[config.mk]
export PLATFORM = sky130hd
export DESIGN_NAME = nmr_scan_sched
export DESIGN_NICKNAME = d
export VERILOG_FILES = /design/src/rtl/nmr_scan_sched.sv
export SDC_FILE = /design/constraint.sdc
export NUM_CORES = 1
export LEC_CHECK = 0
export CAP_MARGIN = 10
export CORE_AREA = 5 5 353 355
export DETAILED_ROUTE_END_ITERATION = 6
export DIE_AREA = 0 0 358 360
export GPL_ROUTABILITY_DRIVEN = 0
export PLACE_DENSITY = 0.32
export SKIP_LAST_GASP = 1
export SYNTH_ARGS = -nofsm -noshare
export SYNTH_HDL_FRONTEND = slang
export SYNTH_SLANG_ARGS = --single-unit
[constraint.sdc]
create_clock -name CLK -period 9.7 [get_ports CLK]
set_clock_uncertainty 0.1 [all_clocks]
set_input_delay 0.97 -clock CLK [delete_from_list [all_inputs] [get_ports CLK]]
set_output_delay 0.97 -clock CLK [all_outputs]
set_load 0.02 [all_outputs]
[src/rtl/nmr_scan_sched.sv]
// nmr_scan_sched: scan scheduler and SRAM port arbiter in front of NMR_bstrm.
// While idle the host owns the command SRAM. On GO the SRAM is handed to the
// bitstream generator, and N_SCAN repetitions of START / wait DONE / TR_DLY
// gap are run. Progress, completion and abort status are reported to the host.
module nmr_scan_sched #(
  parameter int SRAM_ADDR_WIDTH   = 8,
  parameter int SRAM_DAT_WIDTH    = 128,
  parameter int SRAM_BYTEEN_WIDTH = 16,
  parameter int SCAN_WIDTH        = 16,
  parameter int TR_WIDTH          = 32
) (
  input  logic                         CLK,
  input  logic                         RST,
  input  logic [SRAM_ADDR_WIDTH-1:0]   HOST_ADDR,
  input  logic                         HOST_WR,
  input  logic                         HOST_RD,
  input  logic [SRAM_DAT_WIDTH-1:0]    HOST_WR_DAT,
  input  logic [SRAM_BYTEEN_WIDTH-1:0] HOST_BYTEEN,
  output logic                         HOST_WAIT,
  output logic [SRAM_DAT_WIDTH-1:0]    HOST_RD_DAT,
  output logic                         HOST_RD_VALID,
  input  logic                         GO,
  input  logic                         ABORT,
  input  logic [SCAN_WIDTH-1:0]        N_SCAN,
  input  logic [TR_WIDTH-1:0]          TR_DLY,
  output logic                         BUSY,
  output logic [SCAN_WIDTH-1:0]        SCAN_CNT,
  output logic                         SCAN_DONE,
  output logic                         ALL_DONE,
  output logic                         ABORTED,
  output logic                         BS_START,
  input  logic                         BS_DONE,
  input  logic [SRAM_ADDR_WIDTH-1:0]   BS_SRAM_ADDR,
  input  logic                         BS_SRAM_CS,
  input  logic                         BS_SRAM_CLKEN,
  input  logic                         BS_SRAM_WR,
  input  logic [SRAM_DAT_WIDTH-1:0]    BS_SRAM_WR_DAT,
  input  logic [SRAM_BYTEEN_WIDTH-1:0] BS_SRAM_BYTEEN,
  output logic [SRAM_DAT_WIDTH-1:0]    BS_SRAM_RD_DAT,
  output logic [SRAM_ADDR_WIDTH-1:0]   SRAM_ADDR,
  output logic                         SRAM_CS,
  output logic                         SRAM_CLKEN,
  output logic                         SRAM_WR,
  output logic [SRAM_DAT_WIDTH-1:0]    SRAM_WR_DAT,
  output logic [SRAM_BYTEEN_WIDTH-1:0] SRAM_BYTEEN,
  input  logic [SRAM_DAT_WIDTH-1:0]    SRAM_RD_DAT
);

  typedef enum logic [1:0] {
    ST_IDLE = 2'd0,
    ST_STRT = 2'd1,
    ST_RUN  = 2'd2,
    ST_GAP  = 2'd3
  } state_t;

  localparam logic [SCAN_WIDTH-1:0] SCAN_ZERO = {SCAN_WIDTH{1'b0}};
  localparam logic [SCAN_WIDTH-1:0] SCAN_ONE  = {{(SCAN_WIDTH-1){1'b0}}, 1'b1};
  localparam logic [TR_WIDTH-1:0]   TR_ZERO   = {TR_WIDTH{1'b0}};
  localparam logic [TR_WIDTH-1:0]   TR_ONE    = {{(TR_WIDTH-1){1'b0}}, 1'b1};

  state_t                state_r, next_state_s;
  logic [SCAN_WIDTH-1:0] n_scan_r, scan_cnt_r, scan_cnt_inc_s;
  logic [TR_WIDTH-1:0]   tr_dly_r, gap_cnt_r;
  logic                  abort_r, bs_done_prev_r, done_edge_s;
  logic                  busy_r, scan_done_r, all_done_r, aborted_r, bs_start_r, rd_valid_r;
  logic                  scan_done_s, all_done_s, aborted_s, host_req_s, host_wait_s;

  assign host_req_s     = HOST_WR | HOST_RD;
  assign done_edge_s    = BS_DONE & ~bs_done_prev_r;
  assign scan_cnt_inc_s = scan_cnt_r + SCAN_ONE;

  // SRAM ownership: host while idle, bitstream generator otherwise
  always_comb begin
    SRAM_ADDR   = HOST_ADDR;
    SRAM_CS     = host_req_s;
    SRAM_CLKEN  = host_req_s;
    SRAM_WR     = HOST_WR;
    SRAM_WR_DAT = HOST_WR_DAT;
    SRAM_BYTEEN = HOST_BYTEEN;
    host_wait_s = 1'b0;
    if (state_r == ST_IDLE) begin
      host_wait_s = 1'b0;
    end else begin
      SRAM_ADDR   = BS_SRAM_ADDR;
      SRAM_CS     = BS_SRAM_CS;
      SRAM_CLKEN  = BS_SRAM_CLKEN;
      SRAM_WR     = BS_SRAM_WR;
      SRAM_WR_DAT = BS_SRAM_WR_DAT;
      SRAM_BYTEEN = BS_SRAM_BYTEEN;
      host_wait_s = host_req_s;
    end
  end

  assign HOST_WAIT      = host_wait_s;
  assign HOST_RD_DAT    = SRAM_RD_DAT;
  assign BS_SRAM_RD_DAT = SRAM_RD_DAT;

  // Sequencer next state and one-cycle status events
  always_comb begin
    next_state_s = state_r;
    scan_done_s  = 1'b0;
    all_done_s   = 1'b0;
    aborted_s    = 1'b0;
    case (state_r)
      ST_IDLE: begin
        if (GO) begin
          if (N_SCAN == SCAN_ZERO) begin
            all_done_s = 1'b1;
          end else begin
            next_state_s = ST_STRT;
          end
        end else begin
          next_state_s = ST_IDLE;
        end
      end
      ST_STRT: next_state_s = ST_RUN;
      ST_RUN: begin
        if (done_edge_s) begin
          scan_done_s = 1'b1;
          if (scan_cnt_inc_s == n_scan_r) begin
            all_done_s   = 1'b1;
            next_state_s = ST_IDLE;
          end else if (abort_r | ABORT) begin
            // an abort requested during this scan takes effect once it finishes
            aborted_s    = 1'b1;
            next_state_s = ST_IDLE;
          end else if (tr_dly_r == TR_ZERO) begin
            next_state_s = ST_STRT;
          end else begin
            next_state_s = ST_GAP;
          end
        end else begin
          next_state_s = ST_RUN;
        end
      end
      ST_GAP: begin
        if (ABORT) begin
          aborted_s    = 1'b1;
          next_state_s = ST_IDLE;
        end else if (gap_cnt_r == TR_ZERO) begin
          next_state_s = ST_STRT;
        end else begin
          next_state_s = ST_GAP;
        end
      end
      default: next_state_s = ST_IDLE;
    endcase
  end

  // State register and DONE edge history
  always_ff @(posedge CLK or negedge RST) begin
    if (!RST) begin
      state_r        <= ST_IDLE;
      bs_done_prev_r <= 1'b0;
    end else begin
      state_r        <= next_state_s;
      bs_done_prev_r <= BS_DONE;
    end
  end

  // Sequence parameters, scan counter, gap counter and abort flag
  always_ff @(posedge CLK or negedge RST) begin
    if (!RST) begin
      n_scan_r   <= SCAN_ZERO;
      tr_dly_r   <= TR_ZERO;
      scan_cnt_r <= SCAN_ZERO;
      gap_cnt_r  <= TR_ZERO;
      abort_r    <= 1'b0;
    end else begin
      if (state_r == ST_IDLE && GO) begin
        n_scan_r   <= N_SCAN;
        tr_dly_r   <= TR_DLY;
        scan_cnt_r <= SCAN_ZERO;
      end else if (scan_done_s) begin
        scan_cnt_r <= scan_cnt_inc_s;
      end
      // GAP lasts TR_DLY cycles, so the counter starts at TR_DLY-1
      if (state_r == ST_RUN && next_state_s == ST_GAP) begin
        gap_cnt_r <= tr_dly_r - TR_ONE;
      end else if (state_r == ST_GAP && gap_cnt_r != TR_ZERO) begin
        gap_cnt_r <= gap_cnt_r - TR_ONE;
      end
      if (next_state_s == ST_IDLE) begin
        abort_r <= 1'b0;
      end else if ((state_r == ST_STRT || state_r == ST_RUN) && ABORT) begin
        abort_r <= 1'b1;
      end
    end
  end

  // Registered status outputs, aligned with the state they describe
  always_ff @(posedge CLK or negedge RST) begin
    if (!RST) begin
      busy_r      <= 1'b0;
      bs_start_r  <= 1'b0;
      scan_done_r <= 1'b0;
      all_done_r  <= 1'b0;
      aborted_r   <= 1'b0;
      rd_valid_r  <= 1'b0;
    end else begin
      busy_r      <= (next_state_s != ST_IDLE);
      bs_start_r  <= (next_state_s == ST_STRT);
      scan_done_r <= scan_done_s;
      all_done_r  <= all_done_s;
      aborted_r   <= aborted_s;
      // a simultaneous write takes the cycle, so no read data follows
      rd_valid_r  <= HOST_RD & ~HOST_WR & ~host_wait_s;
    end
  end

  assign BUSY          = busy_r;
  assign BS_START      = bs_start_r;
  assign SCAN_DONE     = scan_done_r;
  assign ALL_DONE      = all_done_r;
  assign ABORTED       = aborted_r;
  assign HOST_RD_VALID = rd_valid_r;
  assign SCAN_CNT      = scan_cnt_r;

endmodule

==> flow_summary_export.csv, run 1 <==
group,metric,value,unit
setup_path,critPathMaxFanout,28,
clock_network,cts_tree,"done",
clock_network,cts-root-buf,"clkbuf_16",
placement,placed_area,0.0150,sq mm
setup_path,r2r_slack,4000,ps
min_path,hold_class,"flop to flop",
floorplanning,io_pins,924,
yosys,synthFlopType,"dfrtp_1",
floorplanning,fp.dieH,360,um
floorplanning,rows,128,
global_routing,grt_pass1_vias,9618,
timing,finalSetupViolCount,0,
job,drv_cap,0,
finish,drive_above_1_share,0.141,
timing,fin_crit,5700,ps
yosys,ys_async_sr_fraction,1.00,
yosys,yosysSeqAreaShare,0.276,
pwr,irDropWorstVdd,0.000147,V
route,routed_wl,105000,um
finish,layout.nets,1862,
pwr,p_per_area,261,mW/mm^2
clock_network,cts.sinks,106,
floorplanning,die_x,358,um
timing,setup_tns,0,ps
global_routing,grt_start_max_net_pins,77,
global_routing,grt.overflow.total,0,
pwr,power.leakage,5.40,nW
timing,rsz0062_at_grt,"no",
floorplanning,coreArea,0.121,sq mm
global_routing,grt_use_total,0.157,
setup_path,crit_start,"SCAN_CNT[3]",
yosys,synth-seq-cells,106,
setup_path,worst_ep_required_time,9900,ps
floorplanning,die_area,0.129,sq mm
min_path,hold_start,"n_scan_r[11]",
clock_network,htreeDepth,3,
timing,maxSlewHeadroom,0.298,
timing,worst_pin_slew,1050,ps
setup_path,start_kind,"flop",
min_path,hold_end,"n_scan_r[11]",
setup_path,r2r-end,"gap_cnt_r[30]",
pwr,intPower,1.93,mW
route,wl_per_cell,35.0,um
placement,dp_hpwl,95900,um
setup_path,arrival,5900,ps
clock_network,cts_buffer_depth,2,
clock_network,numCtsBuffers,9,
clock_network,cts_setup_buffers,0,
yosys,synth_largest_area_cell,"dfrtp_1",
route,viasPerCell,3.14,
route,drtIter0Drc,631,
clock_network,ctsResizeCount,0,
clock_network,hold_buffers,0,
timing,fmax,0.175,GHz
yosys,syn-num-nets,1609,
yosys,synth.distinct_cells,61,
route,drtPass1Iterations,5,
yosys,synthCells,1114,
route,drc,0,
timing,maxSlewViolCount,0,
pwr,seq_power_share,0.210,
floorplanning,initial_core_util,0.0793,
yosys,yosysWarnings,0,
yosys,synth_edf_count,0,
timing,hold_viol,0,
route,antenna_left,0,
pwr,pwr-share-clk,0.096,
route,vias,9447,
setup_path,critPathKind,"flop to flop",
pwr,swShare,0.518,
pwr,p_comb_frac,0.693,
placement,port_buffers,539,
yosys,synth_top_cell_area_share,0.276,
global_routing,grt_pass1_wl,127000,um
setup_path,end_kind,"flop",
timing,period_share,0.588,
setup_path,r2r-start,"SCAN_CNT[3]",
setup_path,rr_worst_depth,18,
min_path,hold_path_depth,2,
clock_network,clock_latency,370,ps
clock_network,clk_pin_slew_worst_paths,80,ps
finish,synthToLayoutAreaGrowth,59.3,%
yosys,syn_avg_cell_area,8.62,sq um
finish,final_area,0.0153,sq mm
global_routing,antenna_found_initial,116,
pwr,switching_power,2.07,mW
yosys,netlist_area,0.00960,sq mm
yosys,synthTopCellsByArea,"dfrtp_1 (28%), buf_4 (20%), mux2_2 (18%), nand2_1 (7.3%), xor2_1 (4.1%)",
run_status,status,"complete, no violations",
==> cell usage in the layout, fill, tap and decap left out, types with 11 or more instances in the layout <==
cell type	count
xor2_1	45
nor4_1	20
or3_1	14
a21oi_1	18
clkdlybuf4s50_1	538
o21ai_0	13
xnor2_1	39
diode_2	15
nor2_1	67
o21ai_1	13
mux2_2	153
dfrtp_1	106
nand3_1	11
nand2_1	188
nor3_1	23
==> kinds of logic (layout without fill, tap and decap cells) <==
family / count (synthesis) / count (layout) / share of synthesized area
XOR/XNOR: 84 / 84 / 0.0766
multiplexers: 159 / 159 / 0.186
other: 0 / 15 / 0
buffers and inverters: 314 / 572 / 0.226
adder cells (fa/ha/maj): 5 / 5 / 0.00652
AND/OR/NAND/NOR: 373 / 373 / 0.179
flip-flops: 106 / 106 / 0.276
AO/OA/AOI/OAI: 73 / 73 / 0.0491
==> layer usage <==
metal	GRT usage	share of wire	vias to the layer above
met5	0.0630	0.012	-
met4	0.0513	0.045	54
met3	0.0973	0.13	290
met2	0.267	0.48	849
met1	0.154	0.34	4255
li1	-	-	3999
==> registers in the layout, summed over array words and instances, names as in the netlist <==
| register | count |
|---|---|
| ABORTED | 1 |
| ALL_DONE | 1 |
| BS_START | 1 |
| BUSY | 1 |
| HOST_RD_VALID | 1 |
| SCAN_CNT | 16 |
| SCAN_DONE | 1 |
| abort_r | 1 |
| bs_done_prev_r | 1 |
| gap_cnt_r | 32 |
| n_scan_r | 16 |
| state_r | 2 |
| tr_dly_r | 32 |
==> cells in the mapped netlist, drive strengths merged (14+ instances only) <==
library cell / instances
nand2: 188
clkbuf: 27
nor2: 68
xnor2: 39
nor3: 24
o21ai: 26
dfrtp: 106
nor4: 23
buf: 277
mux2: 153
xor2: 45
or3: 14
a21oi: 19
==> worst max path at each step <==
stage	endpoint	slack [ps]	cells past startpoint
floorplan	gap_cnt_r[30]	4900	23
global placement	gap_cnt_r[30]	3770	18
detailed placement	gap_cnt_r[30]	3720	18
CTS	gap_cnt_r[30]	3950	17
global route	gap_cnt_r[30]	3450	17
finish	gap_cnt_r[30]	4000	18
==> per-stage QoR <==
| stage | power (mW) | cells | setup slack, ps | util | hold WS, ps |
|---|---|---|---|---|---|
| floorplan | 2.24 | 1114 | 4900 | - | 361 |
| global placement | 3.65 | 2981 | 3770 | 0.124 | 399 |
| detailed placement | 3.66 | 2981 | 3720 | 0.124 | 397 |
| CTS | 4.07 | 2997 | 3950 | 0.126 | 427 |
| global route | 4.19 | 3003 | 3450 | 0.126 | 428 |
| finish | 4.00 | 3012 | 4000 | 0.126 | 417 |
==> final cells by class <==
cell class | instances | area [sq um]
antenna | 15 | 37.5
inverter | 10 | 37.5
sequential | 106 | 2650
timing repair buffer | 546 | 5450
fill | 14000 | 106000
multi-input combinational | 694 | 4800
tap | 1625 | 2030
clock inverter | 5 | 55.1
clock buffer | 11 | 233
==> power groups by stage <==
stage / Combinational (mW) / Clock (mW) / Sequential (mW)
after floorplan: 1.46 / 0 / 0.777
after global placement: 2.81 / 0 / 0.844
after detailed placement: 2.81 / 0 / 0.845
after CTS: 2.83 / 0.402 / 0.839
after global routing: 2.90 / 0.418 / 0.868
final: 2.77 / 0.386 / 0.840
==> worst max-delay path, cell delays in order, from the launching register on <==
cell and delay, ps:
dfrtp_1 560, nand4_1 460, or3_1 510, nor4b_2 320
o2111ai_1 160, or4_4 600, a21oi_4 200, inv_2 70
o2111a_2 340, mux2i_1 260, ha_1 290, nand2_1 110
nor3_1 300, nand2_1 250, or3_1 480, nor4_1 280
xor2_1 170, nand2_1 60, o21ai_1 90
No activity file was read; power rests on OpenSTA's default activity.
==> inputs of run 2 (changes only) <==
CORE_AREA = 5 5 354 356   (was 5 5 353 355)
DIE_AREA = 0 0 359 361   (was 0 0 358 360)
clock period = 5.4 ns   (was 9.7 ns; I/O delays follow)
==> flow_summary_export.csv, run 2 (synthesis results as in run 1) <==
group,metric,value,unit
run_status,status,"complete, no violations",
timing,hold_viol,0,
clock_network,clk_pin_slew_worst_paths,80,ps
finish,final_cell_mix,"clkdlybuf4s50_1 (538), nand2_1 (187), mux2_2 (153)",
placement,placed_area,0.0150,sq mm
floorplanning,die_area,0.130,sq mm
setup_path,r2r-start,"tr_dly_r[0]",
route,drtPass1Iterations,5,
timing,hold_ws,99.1,ps
route,vias,9394,
job,drv_cap,0,
timing,maxSlewViolCount,0,
global_routing,grt_pass1_wl,124000,um
setup_path,end_kind,"flop",
clock_network,cts-root-buf,"clkbuf_16",
route,drtIter0Drc,673,
clock_network,numCtsBuffers,9,
timing,period_share,0.910,
route,antenna_left,0,
finish,layout.nets,1869,
floorplanning,io_pins,924,
floorplanning,die_x,359,um
route,viasPerCell,3.11,
min_path,hold_class,"input port to asynchronous set/reset pin",
timing,fin_crit,4910,ps
finish,drive_above_1_share,0.152,
placement,port_buffers,539,
timing,finalSetupViolCount,0,
timing,fmax,0.203,GHz
setup_path,critPathKind,"flop to flop",
finish,synthToLayoutAreaGrowth,60.2,%
global_routing,grt_pass1_vias,9611,
setup_path,crit_start,"tr_dly_r[0]",
placement,dp_hpwl,93200,um
finish,final_common_cell,"clkdlybuf4s50_1",
pwr,p_per_area,463,mW/mm^2
setup_path,critPathMaxFanout,6,
pwr,total_power,7.12,mW
global_routing,grt.overflow.total,0,
pwr,power.leakage,5.43,nW
global_routing,grt_use_total,0.150,
setup_path,worst_ep_required_time,5550,ps
timing,maxSlewHeadroom,0.426,
floorplanning,fp.dieH,361,um
timing,setup_tns,0,ps
finish,top_regs,"gap_cnt_r x32, tr_dly_r x32",
floorplanning,coreArea,0.121,sq mm
clock_network,cts_buffer_depth,2,
clock_network,cts_tree,"done",
clock_network,hold_buffers,0,
clock_network,clock_latency,370,ps
floorplanning,rows,128,
setup_path,arrival,5060,ps
clock_network,htreeDepth,3,
route,routed_wl,102000,um
pwr,irDropWorstVdd,0.000244,V
floorplanning,initial_core_util,0.0791,
global_routing,grt_start_max_net_pins,65,
setup_path,start_kind,"flop",
route,wl_per_cell,33.9,um
clock_network,cts.sinks,106,
timing,worst_pin_slew,861,ps
route,drc,0,
timing,rsz0062_at_grt,"no",
global_routing,antenna_found_initial,102,
finish,final_area,0.0154,sq mm
[run 2: cell types whose count changed in the layout (fill, tap and decap cells not counted), moves of 2 or more]
cell / delta
buf_4: +7
nor4_1: -3
clkbuf_1: -2
clkinvlp_4: +2
diode_2: +2
nor4_2: +2
[run 2: what timing repair did]
item                                    4_1_cts  5_1_grt
endpoints found under the setup margin        0        7
setup buffers                                 0        0
gates resized for setup                       0        9
[run 2: layer usage]
layer  track usage  routed length [um]  up-vias
met3        0.0987               14000      275
met4        0.0492                4910       36
met5        0.0428                 720        -
met2         0.264               49800      821
met1         0.138               33100     4237
li1              -                   -     4025
[run 2: layout make-up]
type	instances	area, sq um
clock inverters	7	55.1
flip-flops and latches	106	2650
diodes	17	42.5
clock buffers	9	225
repair buffers	553	5500
fillers	14100	106000
inverters	10	37.5
well taps	1625	2030
multi-input cells	694	4840
[run 2: path summary, 6_finish.rpt]
path | endpoint | slack, ps | cells after the start
setup / recovery | gap_cnt_r[14] | 490 | 17
min in group CLK | n_scan_r[15] | 420 | 2
hold / removal | n_scan_r[15] | 100 | 1
setup reg to reg | gap_cnt_r[14] | 490 | 17
max in group asynchronous | SCAN_CNT[3] | 3760 | 2
hold reg to reg | n_scan_r[15] | 420 | 2
[run 2: critical path, stage by stage (launching register included)]
cell,delay (ps)
dfrtp_1,430
or4_4,550
or4b_4,560
nor4_4,370
nand2b_2,150
o31ai_2,250
o211ai_1,120
o2111a_2,230
mux2i_1,170
ha_1,270
nand2_1,140
nor3_1,270
buf_4,190
nand2b_1,60
or4_1,470
nor3_1,210
xnor2_1,150
a21oi_1,80
[run 2: per-stage QoR]
stage | utilization | setup slack [ps] | std cells
final | 0.127 | 486 | 3021
after global routing | 0.126 | 19.9 | 3010
after CTS | 0.126 | 227 | 3004
after detailed placement | 0.124 | 290 | 2988
after global placement | 0.124 | 254 | 2988
after floorplan | - | 601 | 1114
[run 2: report_power, final]
part / leakage (nW) / switching, mW / total [mW] / internal, mW
clock: 0.126 / 0.348 / 0.664 / 0.317
sequential: 1.33 / 0.397 / 1.51 / 1.11
combinational: 3.97 / 2.95 / 4.94 / 2.00
